[config.mk]
export PLATFORM = sky130hd
export DESIGN_NAME = serial_parity_rx
export DESIGN_NICKNAME = d
export VERILOG_FILES = /design/src/rtl/serial_parity_rx.sv
export SDC_FILE = /design/constraint.sdc
export NUM_CORES = 1
export LEC_CHECK = 0
export ABC_AREA = 1
export ABC_CLOCK_PERIOD_IN_PS = 2000
export BUFFER_PORTS_ARGS = -buffer_cell sky130_fd_sc_hd__buf_2
export CAP_MARGIN = 10
export CORE_MARGIN = 2
export CORE_UTILIZATION = 55
export DETAILED_ROUTE_END_ITERATION = 10
export GPL_TIMING_DRIVEN = 0
export PLACE_DENSITY = 0.74
export SLEW_MARGIN = 5
export SYNTH_ARGS = -nofsm -noshare
export SYNTH_HDL_FRONTEND = slang
export SYNTH_SLANG_ARGS = --single-unit
[constraint.sdc]
create_clock -name clk -period 2 [get_ports clk]
set_input_delay 0 -clock clk [delete_from_list [all_inputs] [get_ports clk]]
set_output_delay 0 -clock clk [all_outputs]
set_load 0.02 [all_outputs]
[src/rtl/serial_parity_rx.sv]
// UART-style receiver: start bit, 8 data bits LSB first, even parity, stop bit.
// Reports each completed frame with a one-cycle valid pulse plus parity/framing errors.
module serial_parity_rx #(
    parameter int CLKS_PER_BIT = 8
) (
    input  logic       clk,
    input  logic       rstn,
    input  logic       rx,
    output logic [7:0] data,
    output logic       valid,
    output logic       parity_err,
    output logic       frame_err
);

    localparam int CNT_W = $clog2(CLKS_PER_BIT);
    localparam logic [CNT_W-1:0] HALF_M1 = CNT_W'(CLKS_PER_BIT / 2 - 1);
    localparam logic [CNT_W-1:0] FULL_M1 = CNT_W'(CLKS_PER_BIT - 1);

    typedef enum logic [2:0] {
        IDLE,
        START,
        DATA,
        PARITY,
        STOP,
        BREAK
    } state_t;

    state_t           r_state;
    state_t           w_next;
    logic             r_sync1;
    logic             r_sync2;
    logic [1:0]       r_fill;
    logic             r_rxsPrev;
    logic [CNT_W-1:0] r_cnt;
    logic [2:0]       r_idx;
    logic [7:0]       r_shift;
    logic             r_parErr;
    logic [7:0]       r_data;
    logic             r_valid;
    logic             r_parityErrOut;
    logic             r_frameErr;
    logic             w_rxs;
    logic             w_fall;
    logic             w_halfHit;
    logic             w_bitHit;

    assign w_rxs     = r_sync2;
    assign w_halfHit = (r_cnt == HALF_M1);
    assign w_bitHit  = (r_cnt == FULL_M1);
    assign w_fall    = (r_state == IDLE) && r_rxsPrev && !w_rxs;

    // r_fill marks when the synchronizer holds real line samples, so the reset
    // value of the flops is never mistaken for a high line before a start edge.
    always_ff @(posedge clk or negedge rstn) begin
        if (!rstn) begin
            r_sync1   <= 1'b1;
            r_sync2   <= 1'b1;
            r_fill    <= 2'b00;
            r_rxsPrev <= 1'b0;
        end else begin
            r_sync1   <= rx;
            r_sync2   <= r_sync1;
            r_fill    <= {r_fill[0], 1'b1};
            r_rxsPrev <= r_fill[1] & r_sync2;
        end
    end

    always_ff @(posedge clk or negedge rstn) begin
        if (!rstn) begin
            r_state <= IDLE;
        end else begin
            r_state <= w_next;
        end
    end

    always_comb begin
        w_next = r_state;
        case (r_state)
            IDLE:    if (w_fall) w_next = START;
            START:   if (w_halfHit) w_next = w_rxs ? IDLE : DATA;
            DATA:    if (w_bitHit && (r_idx == 3'd7)) w_next = PARITY;
            PARITY:  if (w_bitHit) w_next = STOP;
            STOP:    if (w_bitHit) w_next = w_rxs ? IDLE : BREAK;
            BREAK:   if (w_rxs) w_next = IDLE;
            default: w_next = IDLE;
        endcase
    end

    // Bit timing and capture: each sample lands one full bit after the previous one.
    always_ff @(posedge clk or negedge rstn) begin
        if (!rstn) begin
            r_cnt          <= '0;
            r_idx          <= 3'd0;
            r_shift        <= 8'h00;
            r_parErr       <= 1'b0;
            r_data         <= 8'h00;
            r_valid        <= 1'b0;
            r_parityErrOut <= 1'b0;
            r_frameErr     <= 1'b0;
        end else begin
            r_valid <= 1'b0;
            case (r_state)
                START: begin
                    r_cnt <= w_halfHit ? '0 : r_cnt + 1'b1;
                    r_idx <= 3'd0;
                end
                DATA: begin
                    if (w_bitHit) begin
                        r_cnt          <= '0;
                        r_shift[r_idx] <= w_rxs;
                        r_idx          <= r_idx + 3'd1;
                    end else begin
                        r_cnt <= r_cnt + 1'b1;
                    end
                end
                PARITY: begin
                    if (w_bitHit) begin
                        r_cnt    <= '0;
                        r_parErr <= (^r_shift) ^ w_rxs;
                    end else begin
                        r_cnt <= r_cnt + 1'b1;
                    end
                end
                STOP: begin
                    if (w_bitHit) begin
                        r_cnt          <= '0;
                        r_valid        <= 1'b1;
                        r_data         <= r_shift;
                        r_parityErrOut <= r_parErr;
                        r_frameErr     <= !w_rxs;
                    end else begin
                        r_cnt <= r_cnt + 1'b1;
                    end
                end
                default: begin
                    r_cnt <= '0;
                    r_idx <= 3'd0;
                end
            endcase
        end
    end

    assign data       = r_data;
    assign valid      = r_valid;
    assign parity_err = r_parityErrOut;
    assign frame_err  = r_frameErr;

endmodule
==> reports/qor.txt <==
outcome - finished, final reports clean
endpoints failing hold - 0
post-route ant nets - 0
Comb pwr share - 28.0%
Post-DP HPWL - 2300 um
grt ovf - 0
switching pwr - 622 uW
Crit. Startpoint - r_cnt[0]$_DFF_PN0_
routability-driven placement congestion ratio - 0.876
Max Cap Viol - 0
Synth area leader - dfrtp_1
Layout area overhead - 11.1%
Final Cell Area - 1900 um^2
share of the synthesized area in the top cell type - 46.9%
switching share of power - 36.5%
DRC violations left - 0
Setup TNS Final - 0 ns
Num Clock Sinks - 34
Die Ht - 59.7 um
Synth Flop Type - dfrtp_1
fin crit share - 79.6%
Hold Slack - 0.240 ns
Total Nets Final - 232
gr usage total - 19.6%
synth warn - 0
clock share of power - 23.9%
clk slew on worst S/H paths - 0.11 ns
placed inst area - 1810 um^2
FF-to-FF Start - r_cnt[0]$_DFF_PN0_
Buffers on Ports - 13
max_slew headroom - 51.1%
largest family of logic cells by synthesized area - simple AND/OR/NAND/NOR gates
Finish-stage setup viols - 0
final wirelength - 3030 um
synthesized area - 1710 um^2
Via density - 5.29
skew final - 0.0134 ns
Worst Path Required - 2.23 ns
VDD IR max - 0.690 mV
Min-Delay Path Class - in -> async
PnR worst setup slack - 0.407 ns
initial DRC count - 38
clk_lat worst skew - 0.34 ns
Tmin final - 1.59 ns
Max FO, Critical Path - 10
CTS tree - done
Post-synth top cells - nand2_1, dfrtp_1, inv_1, o21ai_0
vias in the first global route - 1,320
first-pass GRT wire length - 5130 um
Highest Clock Rate - 0.628 GHz
Leakage Power - 1.00 nW
H-tree Lvls - 2
critical path capture point type - register
share of layout cells above drive strength 1 - 21.1%
Chip Width - 59.7 um
CP Class - reg -> reg
Area contributors post-synth - dfrtp_1, nand2_1, ha_1
post_cts resized - 0
crit path DAT - 1.82 ns
Cell Rows - 20
CTS root buf - clkbuf_4
post-synthesis mux area share - 0%
Async SR Flop Fraction - 100%
Synth Area in Compound Gates - 10.3%
ANT cells - 0
Slew @ Worst Pin - 0.734 ns
worst reg2reg path endpoint - frame_err$_DFFE_PN0P_
adder-cell share of the synthesized area - 5.13%
RSZ-0062 raised after global routing - false
Seq/Total Area, Yosys - 50.0%
largest net degree at the start of global routing - 35
clock buffer depth - 2
R2R Setup Slk - 0.41 ns
power density over the cells - 899 nW/um^2
#FFs+latches synth - 34
Pwr Total - 1.71 mW
XOR/XNOR Fraction of Synth Area - 0.513%
pre-CTS setup slack - 0.388 ns
fin. max-slew vios - 0
hold buffer count at cts - 2
setup repair bufs after CTS - 0
die area - 3570 um^2
Vias - 1,353
Starting Density - 56.9%
Post-synth EDFFs - 0
I/O pin total - 14
Seq pwr share - 48.1%
initial antenna violation count - 0
Mapped Avg Cell Area - 8.54 um^2
Mapped Nets - 210
synthesized instance count - 200
R2R cell count - 7
TritonCTS Buffers - 5
Core Footprint - 3000 um^2
Int Power - 1.08 mW
Critical Path Source Type - register
wire per inst - 11.8 um
Initial DRT Pass Iterations - 4
simple-gate share of the synthesized area - 27.0%
Distinct cells, synth - 24
most common cell in the netlist - nand2_1
-- cells in the final DEF (no fill, tap or decap) --
cell type	n
a21oi_1	1
clkinv_2	1
nor3_2	1
buf_6	1
o21ai_0	16
nand2_1	64
inv_2	3
nand4_1	1
a21boi_0	1
conb_1	1
dfstp_2	2
nand3_2	2
dlygate4sd3_1	2
dfrtp_1	32
ha_1	7
nor2_4	3
xor2_1	1
o21ai_2	8
buf_2	13
clkbuf_4	5
o22ai_2	1
nor2_1	13
clkinvlp_4	1
nand3_4	1
clkbuf_8	1
nand3_1	13
inv_1	23
clkbuf_1	1
inv_4	1
nand2_2	3
-- sequential cells by signal, summed over array words and instances (netlist names) --
signal,count
data,8
parity_err,1
valid,1
r_shift,8
frame_err,1
r_fill,2
r_idx,3
r_sync1,1
r_rxsPrev,1
r_sync2,1
r_cnt,3
r_state,3
r_parErr,1
-- final cells by class --
class                   instances  area [um^2]
plain buffers                   2         15.0
inverters                      27          104
clock inverters                 2         12.5
well taps                      33         41.3
repair buffers                 15         85.1
flip-flops and latches         34          853
multi-input cells             137          736
clock buffers                   6         51.3
fillers                       266         1100
-- layer usage --
| metal | vias to the layer above | routed length [um] | global-route usage, % |
|---|---|---|---|
| met2 | 33 | 1500 | 33.9 |
| met5 | - | 0 | 0 |
| met1 | 636 | 1310 | 21.0 |
| met4 | 0 | 104 | 10.8 |
| li1 | 667 | - | - |
| met3 | 17 | 116 | 6.49 |
-- worst max-delay path, stage by stage, from the launching register on --
cell and delay, ns:
dfrtp_1 0.39, ha_1 0.25, ha_1 0.24, inv_1 0.20, nor2_4 0.10, inv_4 0.10, buf_6 0.16, o21ai_2 0.06
-- worst max path at each step --
stage	end	slack, ns	cells after the start
floorplan	frame_err$_DFFE_PN0P_	0.53	7
global placement	frame_err$_DFFE_PN0P_	0.42	7
detailed placement	data[7]$_DFFE_PN0P_	0.39	8
CTS	data[7]$_DFFE_PN0P_	0.38	8
global route	r_shift[5]$_DFFE_PN0P_	0.27	8
finish	frame_err$_DFFE_PN0P_	0.41	7
-- per-stage QoR --
| stage | cells | util [%] |
|---|---|---|
| final | 256 | 63.2 |
| after global routing | 256 | 63.2 |
| after CTS | 256 | 63.2 |
| after detailed placement | 246 | 60.4 |
| after global placement | 246 | 60.4 |
| after floorplan | 200 | - |
-- logic make-up after synthesis --
logic type               after synthesis
AO/OA/AOI/OAI                         27
XOR/XNOR                               1
adder cells (fa/ha/maj)                7
buffers and inverters                 29
flip-flops                            34
other                                  1
AND/OR/NAND/NOR                      101
-- power groups by stage --
stage               registers, mW  logic, mW  clock network, mW
CTS                         0.819      0.485              0.413
global route                0.828      0.544              0.445
floorplan                   0.819      0.381                  0
global placement            0.825      0.452                  0
detailed placement          0.833      0.478                  0
finish                      0.820      0.478              0.408
No activity file was read; power rests on OpenSTA's default activity.
